**config.mk**
```make
export PLATFORM = sky130hd
export DESIGN_NAME = cpu_control_fsm
export DESIGN_NICKNAME = d
export VERILOG_FILES = /design/src/rtl/cpu_pkg.sv /design/src/rtl/ctrl_decode.sv /design/src/rtl/cpu_control_fsm.sv
export SDC_FILE = /design/constraint.sdc
export NUM_CORES = 1
export LEC_CHECK = 0
export ABC_CLOCK_PERIOD_IN_PS = 7200
export BUFFER_PORTS_ARGS = -buffer_cell sky130_fd_sc_hd__buf_2
export CELL_PAD_IN_SITES_DETAIL_PLACEMENT = 1
export CELL_PAD_IN_SITES_GLOBAL_PLACEMENT = 1
export CORE_MARGIN = 3
export CORE_UTILIZATION = 35
export DETAILED_ROUTE_END_ITERATION = 10
export HOLD_SLACK_MARGIN = 0.12
export PLACE_DENSITY = 0.67
export SYNTH_ARGS = -nofsm -noshare
export SYNTH_HDL_FRONTEND = slang
export SYNTH_HIERARCHICAL = 1
export SYNTH_SLANG_ARGS = --single-unit
```
**constraint.sdc**
```tcl
create_clock -name clk -period 7.2 [get_ports clk]
set_input_delay 1.08 -clock clk [delete_from_list [all_inputs] [get_ports clk]]
set_output_delay 1.08 -clock clk [all_outputs]
set_load 0.02 [all_outputs]
```
**src/rtl/cpu_pkg.sv**
```systemverilog
// Shared types and constants for the multi-cycle CPU control unit.
// Covers opcode/ALU encodings, FSM state encoding and the decode payload.
package cpu_pkg;

  localparam int unsigned PC_W  = 13;
  localparam int unsigned OP_W  = 3;
  localparam int unsigned ALU_W = 3;

  typedef enum logic [OP_W-1:0] {
    OP_ADD  = 3'b000,
    OP_SUB  = 3'b001,
    OP_AND  = 3'b010,
    OP_OR   = 3'b011,
    OP_ADDI = 3'b100,
    OP_LW   = 3'b101,
    OP_SW   = 3'b110,
    OP_BEQ  = 3'b111
  } opcode_e;

  typedef enum logic [ALU_W-1:0] {
    ALU_ADD = 3'b000,
    ALU_SUB = 3'b001,
    ALU_AND = 3'b010,
    ALU_OR  = 3'b011
  } alu_op_e;

  typedef enum logic [2:0] {
    ST_IDLE    = 3'd0,
    ST_FETCH   = 3'd1,
    ST_DECODE  = 3'd2,
    ST_EXECUTE = 3'd3,
    ST_MEM     = 3'd4,
    ST_WB      = 3'd5,
    ST_FAULT   = 3'd6
  } state_e;

  // Control fields derived from the latched opcode.
  typedef struct packed {
    logic [ALU_W-1:0] alu_op;
    logic             instr_type;
    logic             is_mem;
    logic             is_load;
    logic             is_branch;
    logic             writes_reg;
  } dec_t;

endpackage

```
**src/rtl/ctrl_decode.sv**
```systemverilog
// Combinational opcode decoder: maps an opcode onto ALU operation,
// B-operand select and instruction-class flags.
module ctrl_decode
  import cpu_pkg::*;
(
  input  logic [OP_W-1:0] op,
  output dec_t            dec_c
);

  always_comb begin
    dec_c = '0;
    case (op)
      OP_ADD, OP_SUB, OP_AND, OP_OR: begin
        dec_c.alu_op     = {1'b0, op[1:0]};
        dec_c.instr_type = 1'b1;
        dec_c.writes_reg = 1'b1;
      end
      OP_ADDI: begin
        dec_c.alu_op     = ALU_ADD;
        dec_c.writes_reg = 1'b1;
      end
      OP_LW: begin
        dec_c.alu_op     = ALU_ADD;
        dec_c.is_mem     = 1'b1;
        dec_c.is_load    = 1'b1;
        dec_c.writes_reg = 1'b1;
      end
      OP_SW: begin
        dec_c.alu_op = ALU_ADD;
        dec_c.is_mem = 1'b1;
      end
      OP_BEQ: begin
        dec_c.alu_op     = ALU_SUB;
        dec_c.instr_type = 1'b1;
        dec_c.is_branch  = 1'b1;
      end
      default: dec_c = '0;
    endcase
  end

endmodule

```
**src/rtl/cpu_control_fsm.sv**
```systemverilog
// Multi-cycle CPU control FSM: owns the PC, sequences fetch/decode/execute/
// mem/writeback, and guards memory handshakes with a watchdog.
module cpu_control_fsm
  import cpu_pkg::*;
#(
  parameter int unsigned MEM_TIMEOUT = 64,
  parameter int unsigned RET_W       = 16
) (
  input  logic              clk,
  input  logic              reset,
  input  logic              run,
  input  logic [OP_W-1:0]   Opcode,
  input  logic              memDone,
  input  logic              BEQ,
  input  logic [PC_W-1:0]   newPC,
  output logic              read,
  output logic              write,
  output logic              instruction,
  output logic              instructionType,
  output logic [ALU_W-1:0]  ALU_Op,
  output logic              writeFlag,
  output logic [PC_W-1:0]   PC,
  output logic              busy,
  output logic              fault,
  output logic [RET_W-1:0]  retired
);

  localparam int unsigned WD_W = $clog2(MEM_TIMEOUT + 1);

  state_e            state_q, state_d;
  logic [OP_W-1:0]   op_q, op_d;
  logic [PC_W-1:0]   pc_q, pc_d;
  logic [RET_W-1:0]  ret_q, ret_d;
  logic [WD_W-1:0]   wd_q, wd_d;
  logic              read_q, read_d;
  logic              write_q, write_d;
  logic              instr_q, instr_d;
  logic              itype_q, itype_d;
  logic [ALU_W-1:0]  alu_q, alu_d;
  logic              wflag_q, wflag_d;
  logic              busy_q, busy_d;
  logic              fault_q, fault_d;
  logic              boundary;
  logic              wait_mem;
  dec_t              dec_c;

  // Opcode is captured only while in DECODE; decoding the next value lets
  // registered outputs line up with the state they belong to.
  assign op_d = (state_q == ST_DECODE) ? Opcode : op_q;

  ctrl_decode u_decode (
    .op    (op_d),
    .dec_c (dec_c)
  );

  always_ff @(posedge clk or negedge reset) begin
    if (!reset) begin
      state_q <= ST_IDLE;
      op_q    <= '0;
      pc_q    <= '0;
      ret_q   <= '0;
      wd_q    <= '0;
      read_q  <= 1'b0;
      write_q <= 1'b0;
      instr_q <= 1'b0;
      itype_q <= 1'b0;
      alu_q   <= '0;
      wflag_q <= 1'b0;
      busy_q  <= 1'b0;
      fault_q <= 1'b0;
    end else begin
      state_q <= state_d;
      op_q    <= op_d;
      pc_q    <= pc_d;
      ret_q   <= ret_d;
      wd_q    <= wd_d;
      read_q  <= read_d;
      write_q <= write_d;
      instr_q <= instr_d;
      itype_q <= itype_d;
      alu_q   <= alu_d;
      wflag_q <= wflag_d;
      busy_q  <= busy_d;
      fault_q <= fault_d;
    end
  end

  // Next state, PC, retire count and watchdog.
  always_comb begin
    state_d  = state_q;
    pc_d     = pc_q;
    ret_d    = ret_q;
    wd_d     = wd_q;
    boundary = 1'b0;
    wait_mem = 1'b0;
    case (state_q)
      ST_IDLE:    if (run) state_d = ST_FETCH;
      ST_FETCH: begin
        wait_mem = 1'b1;
        if (memDone) state_d = ST_DECODE;
      end
      ST_DECODE:  state_d = ST_EXECUTE;
      ST_EXECUTE: begin
        if (dec_c.is_branch) begin
          pc_d     = BEQ ? newPC : pc_q + PC_W'(1);
          boundary = 1'b1;
        end else if (dec_c.is_mem) begin
          state_d = ST_MEM;
        end else begin
          state_d = ST_WB;
        end
      end
      ST_MEM: begin
        wait_mem = 1'b1;
        if (memDone) begin
          if (dec_c.is_load) begin
            state_d = ST_WB;
          end else begin
            pc_d     = pc_q + PC_W'(1);
            boundary = 1'b1;
          end
        end
      end
      ST_WB: begin
        pc_d     = pc_q + PC_W'(1);
        boundary = 1'b1;
      end
      ST_FAULT:   state_d = ST_FAULT;
      default:    state_d = ST_IDLE;
    endcase

    if (boundary) begin
      ret_d   = ret_q + RET_W'(1);
      state_d = run ? ST_FETCH : ST_IDLE;
    end

    // A memDone in the limit cycle has already completed the access above.
    if (wait_mem && !memDone && (wd_q == WD_W'(MEM_TIMEOUT - 1))) begin
      state_d = ST_FAULT;
    end

    if ((state_d != state_q) || !wait_mem || memDone) begin
      wd_d = '0;
    end else begin
      wd_d = wd_q + WD_W'(1);
    end
  end

  // Outputs for the upcoming state, registered alongside it.
  always_comb begin
    read_d  = 1'b0;
    write_d = 1'b0;
    instr_d = 1'b0;
    itype_d = 1'b0;
    alu_d   = '0;
    wflag_d = 1'b0;
    busy_d  = (state_d != ST_IDLE) && (state_d != ST_FAULT);
    fault_d = fault_q || (state_d == ST_FAULT);
    case (state_d)
      ST_FETCH: begin
        read_d  = 1'b1;
        instr_d = 1'b1;
      end
      ST_EXECUTE: begin
        alu_d   = dec_c.alu_op;
        itype_d = dec_c.instr_type;
      end
      ST_MEM: begin
        alu_d   = dec_c.alu_op;
        itype_d = dec_c.instr_type;
        read_d  = dec_c.is_load;
        write_d = !dec_c.is_load;
      end
      ST_WB: begin
        alu_d   = dec_c.alu_op;
        itype_d = dec_c.instr_type;
        wflag_d = dec_c.writes_reg;
      end
      default: ;
    endcase
  end

  assign read            = read_q;
  assign write           = write_q;
  assign instruction     = instr_q;
  assign instructionType = itype_q;
  assign ALU_Op          = alu_q;
  assign writeFlag       = wflag_q;
  assign PC              = pc_q;
  assign busy            = busy_q;
  assign fault           = fault_q;
  assign retired         = ret_q;

endmodule

```
---- After elaboration in Yosys (flattened, before gate mapping) ----
Cells that the tools add are included.
Widths: inputs -> output; s select.
storage, ports and cells
  flip-flop bits (word level) ............. 52
  bits of input ports ..................... 21
  output and inout bits ................... 39
  logic and storage cells ................. 95
operators by class
  $add $sub $neg .......................... 3
  eq/ne operators ......................... 24
  muxes and demuxes ....................... 34
  reduce and logical (&&, ||, !) cells .... 21
operators with widths
  cell                   number
  $mux 13                4
  $pmux 13 s3            1
  $eq 3x3->1 const B     10
  $mux 3                 9
  $pmux 3 s7             1
  $add 16x1->16 const B  1
  $eq 3x2->1 const B     5
  $mux 1                 15
  $add 13x1->13 const B  1
  $eq 3x1->1 const B     3
  $pmux 3 s3             1
  $add 7x1->7 const B    1
  $eq 7x6->1 const B     1
  $mux 7                 1
  $logic_not 3->1        2
  $ne 2x2->1 const B     3
  $reduce_bool 3->1      2
  $reduce_or 3->1        2
  $reduce_or 6->1        1
  $reduce_or 5->1        1
  $reduce_and 4->1       1
  $reduce_or 2->1        2
  $reduce_or 4->1        1
  $logic_and 1x1->1      3
  other kinds (6)        10

---- Longest topological paths before layout ----
Gate-level depths: netlist of run 1.
  word-level depth ........................ 14
  depth in mapped cells ................... 13
  gate-level depth less buffers ........... 11

---- Cells and area by module ----
The synthesis of run 1 kept the hierarchy.
modules (own cells, without submodules)
  module           times used  cells an instance  area each (sq um)  sequential area each (sq um)
  cpu_control_fsm  1           268                2642.5             1301.2
  ctrl_decode      1           13                 63.8               0.0

---- Worst setup path before layout of run 1 ----
No wires, ideal clock.
  kind .................................... input-to-reg
  start point ............................. input port Opcode[2]
  end point ............................... register ret_q[12], in the netlist retired[12]
  setup time .............................. 0.080 ns
  arrival ................................. 2.699 ns
  data required time ...................... 7.120 ns
  path slack .............................. 4.421 ns
  cell stages on the path ................. 9
  buffers on the path ..................... 1
  cells stage by stage .................... mux2_2 nand2_1 nor2_1 nand2b_1 a21o_1 a211o_1 buf_6 nor4_4 xor2_1
RTL lines
  what                  RTL line               RTL
  from (decl)           cpu_control_fsm.sv:12  input logic [OP_W-1:0] Opcode,
  to (signal assigned)  cpu_control_fsm.sv:75  ret_q <= ret_d;
  to (decl)             cpu_control_fsm.sv:33  logic [RET_W-1:0] ret_q, ret_d;

==> results.cfg, run 1 <==
[outcome]
outcome = finished, final reports clean

[synth]
synthFlopType = dfrtp_1
synth_cells = 281
synth_seq_area_share = 0.481
netlist_area_mm2 = 0.00271
synth_seq_cells = 52
yosys-top-cells-area = dfrtp_1, xor2_1, nand2_1, nor2_1, a21oi_1
ys.warnings.count = 6
synth_edf_count = 0
synth.distinct_cells = 53
synth_nets = 305
synth.avg_cell_area_um2 = 9.63
synthArstFlopShare = 1.00
yosys.area.top_type = dfrtp_1
synth_top_area_frac = 0.481

[worst_setup_path]
max_stage_delay_ps = 630
timing.rr.start = state_q[1]$_DFF_PN0_
reg2reg_slack_ps = 3950
cp-end-kind = register
crit_type = register to register
cp_data_arrival_time_ps = 3470
cp_num_buf_inv = 1
crit_chain = nor2b_1, and2_1, mux2_2, nor2_1, nand2b_1, a21o_1, nand2_1, a32oi_2, inv_2, nor3_1
critical_path_required_ps = 7430
crit_path_max_fanout = 21
reg2reg_to = write$_DFF_PN0_
critPathSlowestCell = dfrtp_1
reg2reg_depth = 10
startpoint_type = register
critPathTopFamily = simple AND/OR/NAND/NOR gates

[sta]
tns_ps = 0
clock_skew_ps = 6.52
min_period_ps = 3250
slew_violations = 0
worstMarginPinSlew_ps = 814
setup_viol = 0
rsz0062_at_grt = false
slew_headroom = 0.456
fin_crit_sh = 0.451
fmax_ghz = 0.308
report.final.hold_viol_count = 0
whs_ps = 472

[global_routing]
first_global_vias = 2195
gr-total-overflow = 0
antenna_found_initial = 0
grt_usage = 0.154
grt_pass1_wl_um = 10800
grt_max_degree = 53

[hold_path]
holdPathEnd = wd_q[0]$_DFF_PN0_
hold_start = wd_q[0]$_DFF_PN0_
hold-path-cell-count = 1
hp-class = register to register

[die]
start_util = 0.367
ios = 60
die_y_um = 93.9
core_mm2 = 0.00737
rows = 31
die_w_um = 93.9
dieArea_mm2 = 0.00882

[clock_tree]
htree_levels = 2
clock_path_buffers = 2
post_cts.repair.setup_buffers = 0
post_cts_resized = 0
cts_root_buffer = clkbuf_8
cts_made_buffers = 5
cts_tree = yes
cts_hold_buf = 0
cts_num_sinks = 52
clk_pin_slew_worst_paths_ps = 100
clock_latency_ps = 300

[routing]
routed_via_density = 5.07
drc = 0
wire_per_inst_um = 14.8
drt_iter0_drc = 96
antenna_left = 0
via_count = 2195
first_pass_iters = 4
wl_um = 6400

[place]
dp_hpwl_um = 4670
io_buffers = 59
postPlaceCellArea_mm2 = 0.00305
gp_congestion = 0.760

[power]
power.density_mw_per_mm2 = 405
p_leak_nw = 1.39
peakVddDrop_uv = 189
power_mw = 1.28

[final_layout]
layout-drive-gt1-share = 0.251
final_nets = 357
fin_area_mm2 = 0.00316
multi_input_area_mm2 = 0.00129
syn2layout_area_growth_pct = 16.8
seqCellArea_mm2 = 0.00130
diodes = 0
fillers = 887

[flow_run]
drv_cap = 0
## routing by layer
metal,share of wire,global-route usage,up-vias
met5,0,0,-
met4,0.014,0.0409,0
met3,0.039,0.0337,7
met2,0.46,0.238,45
met1,0.49,0.218,1057
li1,-,-,1086
## final cells by class
cell class | count | share of cell area
clock buffer | 6 | 0.0230
clock inverter | 2 | 0.0123
inverter | 9 | 0.0107
multi-input combinational | 205 | 0.408
sequential | 52 | 0.412
tap | 99 | 0.0392
timing repair buffer | 60 | 0.0958
## layout by cell type, fill, tap and decap left out, types with 5 or more instances in the layout
cell type	instances
a21oi_1	15
a31oi_1	5
and2_1	6
and3_1	6
buf_2	59
clkbuf_8	5
dfrtp_1	52
inv_1	7
nand2_1	27
nand2b_1	5
nand3_1	11
nand4_1	5
nor2_1	23
nor2b_1	5
nor3_1	10
o21ai_0	11
xnor2_1	8
xor2_1	13
## Yosys cell counts, types with 7 or more instances
library cell and count:
dfrtp_1 52, nor3_1 10, o21ai_0 11, inv_1 7
xnor2_1 8, nand3_1 11, clkbuf_1 7, a21oi_1 15
nand2_1 27, nor2_1 23, xor2_1 13
## where the power goes
part | switching, mW | total [mW] | internal [mW] | leakage (nW)
logic | 0.354 | 0.582 | 0.229 | 0.731
registers | 0.103 | 0.489 | 0.386 | 0.606
clock network | 0.102 | 0.207 | 0.105 | 0.0558
## worst max-delay path by stage
stage | startpoint | endpoint | slack (ps) | cells after the start
after floorplan | Opcode[2] | retired[12]$_DFFE_PN0P_ | 4420 | 9
after global placement | Opcode[1] | write$_DFF_PN0_ | 3950 | 9
after detailed placement | Opcode[1] | write$_DFF_PN0_ | 3850 | 9
after CTS | state_q[1]$_DFF_PN0_ | write$_DFF_PN0_ | 3900 | 10
after global routing | state_q[1]$_DFF_PN0_ | read$_DFF_PN0_ | 3640 | 9
final | state_q[1]$_DFF_PN0_ | write$_DFF_PN0_ | 3950 | 10
## registers in the layout, indices dropped and copies added, names as in the netlist
| signal | count |
|---|---|
| ALU_Op | 3 |
| PC | 13 |
| busy | 1 |
| fault | 1 |
| instruction | 1 |
| instructionType | 1 |
| op_q | 3 |
| read | 1 |
| retired | 16 |
| state_q | 3 |
| wd_q | 7 |
| write | 1 |
| writeFlag | 1 |
## per-stage QoR
| stage | setup slack, ps | std cells | utilization |
|---|---|---|---|
| finish | 3950 | 433 | 0.429 |
| global route | 3640 | 433 | 0.429 |
| global placement | 3950 | 425 | 0.414 |
| CTS | 3900 | 433 | 0.429 |
| floorplan | 4420 | 281 | - |
| detailed placement | 3850 | 425 | 0.414 |
## cell families (layout without fill, tap and decap cells)
kind of cell / Yosys count / count (layout) / share of synthesized area
AND/OR/NAND/NOR: 119 / 119 / 0.238
XOR/XNOR: 21 / 21 / 0.0680
other: 1 / 1 / 0.00139
buffers and inverters: 24 / 77 / 0.0430
flip-flops: 52 / 52 / 0.481
AO/OA/AOI/OAI: 57 / 57 / 0.139
adder cells (fa/ha/maj): 3 / 3 / 0.0139
multiplexers: 4 / 4 / 0.0162
No activity file was read; power rests on OpenSTA's default activity.
==> run 2, diff against run 1 <==
- ABC_CLOCK_PERIOD_IN_PS: 7200 -> 2900
- PLACE_DENSITY: 0.67 -> 0.7
- clock period: 7.2 -> 2.9 ns (I/O delays scaled with it)
==> run 2 against run 1 <==
Net effect: utilization grew 0.58 points; non-clock buffer count grew 6; largest power group unchanged; combinational power grew to 2.7 times the previous value.
==> results.cfg, run 2 (same netlist as run 1, synthesis figures left out) <==
[outcome]
outcome = finished, final reports clean

[global_routing]
antenna_found_initial = 0
use_met1 = 0.208
grt_usage = 0.154
use_met3 = 0.0304
first_global_vias = 2259
grt_max_degree = 53
grt-busiest-layer = met2
gr-total-overflow = 0
grtUsageMet2 = 0.248
grt_pass1_wl_um = 10800

[worst_setup_path]
reg2reg_slack_ps = 200
reg2reg_to = retired[15]$_DFFE_PN0P_
cp-end-kind = register
crit_path_max_fanout = 11
critical_path_required_ps = 3140
cp_data_arrival_time_ps = 2940
timing.rr.start = state_q[2]$_DFF_PN0_
startpoint_type = register
reg2reg_depth = 10
crit_type = register to register

[sta]
fmax_ghz = 0.370
tns_ps = 0
worstMarginPinSlew_ps = 782
min_period_ps = 2700
slew_violations = 0
rsz0062_at_grt = false
setup_viol = 0
slew_headroom = 0.477
report.final.hold_viol_count = 0
fin_crit_sh = 0.931
clock_skew_ps = 5.26

[clock_tree]
htree_levels = 2
clock_path_buffers = 2
clock_latency_ps = 310
cts_num_sinks = 52
cts_tree = yes
clk_pin_slew_worst_paths_ps = 100
cts_made_buffers = 5
cts_root_buffer = clkbuf_8

[power]
power.density_mw_per_mm2 = 1010
power_mw = 3.23
p_seq_frac = 0.355
combPwrFrac = 0.490
p_leak_nw = 1.42
power_switching_mw = 1.40
pwr-share-clk = 0.154
swShare = 0.433
internal_power_mw = 1.83
peakVddDrop_uv = 439

[flow_run]
drv_cap = 0

[final_layout]
final_nets = 363
syn2layout_area_growth_pct = 18.4
final_cell_mix = buf_2, dfrtp_1, nand2_1
layout_commonest_cell = buf_2
layout-drive-gt1-share = 0.268
largest_reg_flops = 16
fin_area_mm2 = 0.00320
diodes = 0

[die]
die_w_um = 93.9
rows = 31
ios = 60
dieArea_mm2 = 0.00882
start_util = 0.367
core_mm2 = 0.00737
die_y_um = 93.9

[place]
io_buffers = 59
gp_congestion = 0.803
dp_hpwl_um = 4810
postPlaceCellArea_mm2 = 0.00310

[routing]
via_count = 2250
antenna_left = 0
wire_per_inst_um = 14.9
routed_via_density = 5.13
first_pass_iters = 4
wl_um = 6560
drc = 0
drt_iter0_drc = 82

[hold_path]
hp-class = input pin to asynchronous set/reset pin
-- run 2: changes by cell type in the layout (fill, tap and decap cells not counted), sizes merged --
cell	delta
clkinv	+1
buf	+6
inv	-1
-- run 2: critical path, cell delays in order, from the launching register on --
cell and delay [ps]:
dfrtp_1 390, nor2b_1 150, and2_1 220, mux2_2 410, nand2_1 100, nor2_1 50, nand2b_1 140, a21o_1 200
a211o_2 450, nor4_1 350, xor2_1 170
-- run 2: layout make-up --
| cell class | count | area [µm²] |
|---|---|---|
| fillers | 887 | 4170 |
| flip-flops and latches | 52 | 1300 |
| well taps | 99 | 124 |
| clock buffers | 6 | 72.6 |
| multi-input cells | 205 | 1290 |
| clock inverters | 2 | 35.0 |
| repair buffers | 66 | 348 |
| inverters | 9 | 33.8 |
-- run 2: repair_timing --
action | in CTS | in global routing
resized for setup | 0 | 1
hold buffers | 0 | 0
setup endpoints to repair | 0 | 5
setup buffers | 0 | 0
-- run 2: worst max path at each step --
| stage | to | cells past startpoint | startpoint |
|---|---|---|---|
| global placement | retired[15]$_DFFE_PN0P_ | 10 | state_q[2]$_DFF_PN0_ |
| detailed placement | retired[15]$_DFFE_PN0P_ | 10 | state_q[2]$_DFF_PN0_ |
| floorplan | retired[12]$_DFFE_PN0P_ | 12 | state_q[2]$_DFF_PN0_ |
| global route | retired[15]$_DFFE_PN0P_ | 10 | state_q[2]$_DFF_PN0_ |
| CTS | retired[15]$_DFFE_PN0P_ | 10 | state_q[2]$_DFF_PN0_ |
| finish | retired[15]$_DFFE_PN0P_ | 10 | state_q[2]$_DFF_PN0_ |
-- run 2: power by group through the flow --
stage	sequential, mW	clock, mW	combinational, mW
after floorplan	1.36	0	0.921
after global placement	1.15	0	1.57
after detailed placement	1.16	0	1.60
after CTS	1.15	0.518	1.61
after global routing	1.18	0.548	1.77
final	1.15	0.499	1.58
-- run 2: layer usage --
layer	part of all wire	wire length, µm
met2	0.47	3110
met5	0	0
met1	0.47	3100
met3	0.041	271
met4	0.012	76
-- run 2: through the flow --
step	hold WS (ps)	instances	worst slack, ps	utilization
finish	240	439	199	0.435
global route	295	439	3.58	0.435
CTS	268	439	105	0.435
detailed placement	451	431	129	0.420
global placement	441	431	273	0.420
floorplan	139	281	311	-
==> run 3, diff against run 2 <==
- SETUP_SLACK_MARGIN: unset -> 0.2
==> run 3 against run 2 <==
Net effect: worst hold slack worse by 2.7 ps; via count up 1.0%; global-route usage unchanged; critical path depth unchanged; clock power about the same; first-iteration DRC count down 17%; routed wire length up 2.5%; final cell count up 0.46%; critical path type unchanged; highest routed layer unchanged.
==> results.cfg, run 3 (same netlist as run 1, synthesis figures left out) <==
[routing]
first_pass_iters = 4
wire_per_inst_um = 15.3
wl_met2_um = 3180
wl_um = 6730
wl_met3_um = 289
drc = 0
via_count = 2273
drt_iter0_drc = 68
dr.max_layer_used = met4
wl_met1_um = 3180
routed_via_density = 5.15
antenna_left = 0

[final_layout]
syn2layout_area_growth_pct = 20.9
final_cell_mix = buf_2, dfrtp_1, nand2_1
layout_commonest_cell = buf_2
diodes = 0
final_nets = 365
layout-drive-gt1-share = 0.295
largest_reg_flops = 16
fin_util = 0.444

[worst_setup_path]
cp_num_buf_inv = 0
cp.depth = 10
critical_path_required_ps = 3140
crit_path_max_fanout = 7
critPathSlowestCell = dfrtp_1
reg2reg_slack_ps = 370
cp_data_arrival_time_ps = 2770
timing.rr.start = state_q[2]$_DFF_PN0_
crit_type = register to register
setup.worst_path.start = state_q[2]$_DFF_PN0_
reg2reg_depth = 10
max_stage_delay_ps = 400
critPathTopFamily = simple AND/OR/NAND/NOR gates
cp-endpoint = retired[15]$_DFFE_PN0P_
startpoint_type = register
crit_chain = nor2b_2, and2_4, mux2_2, nand2_1, nor2_1, nand2b_1, a21o_1, a211o_4, nor4_2, xor2_1
cp-end-kind = register
reg2reg_to = retired[15]$_DFFE_PN0P_

[flow_run]
drv_cap = 0

[global_routing]
grt_usage = 0.154
grt_pass1_wl_um = 10800
gr-total-overflow = 0
grt_max_degree = 53
antenna_found_initial = 0
first_global_vias = 2259

[place]
gp_congestion = 0.803
dp_hpwl_um = 4810
io_buffers = 59

[sta]
setup_viol = 0
clock_skew_ps = 5.00
fmax_ghz = 0.396
tns_ps = 0
rsz0062_at_grt = false
fin_crit_sh = 0.871
worstMarginPinSlew_ps = 774
min_period_ps = 2530
slew_headroom = 0.483
report.final.hold_viol_count = 0
slew_violations = 0

[power]
power.density_mw_per_mm2 = 1000
peakVddDrop_uv = 442
p_leak_nw = 1.45

[die]
dieArea_mm2 = 0.00882
die_y_um = 93.9
start_util = 0.367
ios = 60
die_w_um = 93.9
core_mm2 = 0.00737
rows = 31

[outcome]
outcome = finished, final reports clean

[clock_tree]
clock_latency_ps = 300
cts_num_sinks = 52
cts_made_buffers = 5
cts_tree = yes
cts_root_buffer = clkbuf_8
clk_pin_slew_worst_paths_ps = 100
clock_path_buffers = 2
htree_levels = 2

[hold_path]
hp-class = input pin to asynchronous set/reset pin
==> run 3: changes by cell type in the layout (fill, tap and decap cells not counted), sizes merged <==
cell | before | now
a211o | 1 | 2
buf | 66 | 67
==> run 3: timing repair <==
item                                    in CTS  in global routing
gates cloned                                 0                  1
hold buffers                                 0                  0
gates resized for setup                      2                  9
buffers inserted                             0                  1
pin swaps                                    0                  3
endpoints found under the setup margin       5                 19
==> run 3: worst min-delay path by stage <==
stage	endpoint	slack, ps	cells after the start
4_1_cts	retired[9]$_DFFE_PN0P_	270	2
3_5_place_dp	fault$_DFF_PN0_	450	1
2_1_floorplan	ALU_Op[0]$_DFF_PN0_	140	0
5_1_grt	instructionType$_DFF_PN0_	300	2
6_report	instructionType$_DFF_PN0_	240	2
3_3_place_gp	wd_q[0]$_DFF_PN0_	440	1
==> run 3: per-layer routing <==
metal / up-vias / GRT usage
li1: 1100 / -
met5: - / 0
met1: 1118 / 0.208
met2: 49 / 0.248
met4: 0 / 0.0505
met3: 6 / 0.0304
==> run 3: area by class of cell <==
| class | count | area [µm²] |
|---|---|---|
| fillers | 883 | 4100 |
| multi-input cells | 206 | 1350 |
| flip-flops and latches | 52 | 1300 |
| repair buffers | 67 | 355 |
| well taps | 99 | 124 |
| clock buffers | 6 | 72.6 |
| clock inverters | 2 | 35.0 |
| inverters | 9 | 33.8 |
==> run 3: power breakdown <==
part	internal [mW]	switching (mW)
combinational	0.637	0.992
clock	0.257	0.245
sequential	0.959	0.192
total	1.85	1.43
==> run 3: metrics by stage <==
stage	area (µm²)	std cells	total power, mW	hold slack [ps]	worst slack, ps
2_1_floorplan	2710	281	2.28	139	311
3_3_place_gp	3100	431	2.72	441	273
5_1_grt	3270	441	3.55	295	218
3_5_place_dp	3100	431	2.77	451	129
4_1_cts	3210	439	3.28	268	201
6_report	3270	441	3.28	237	373
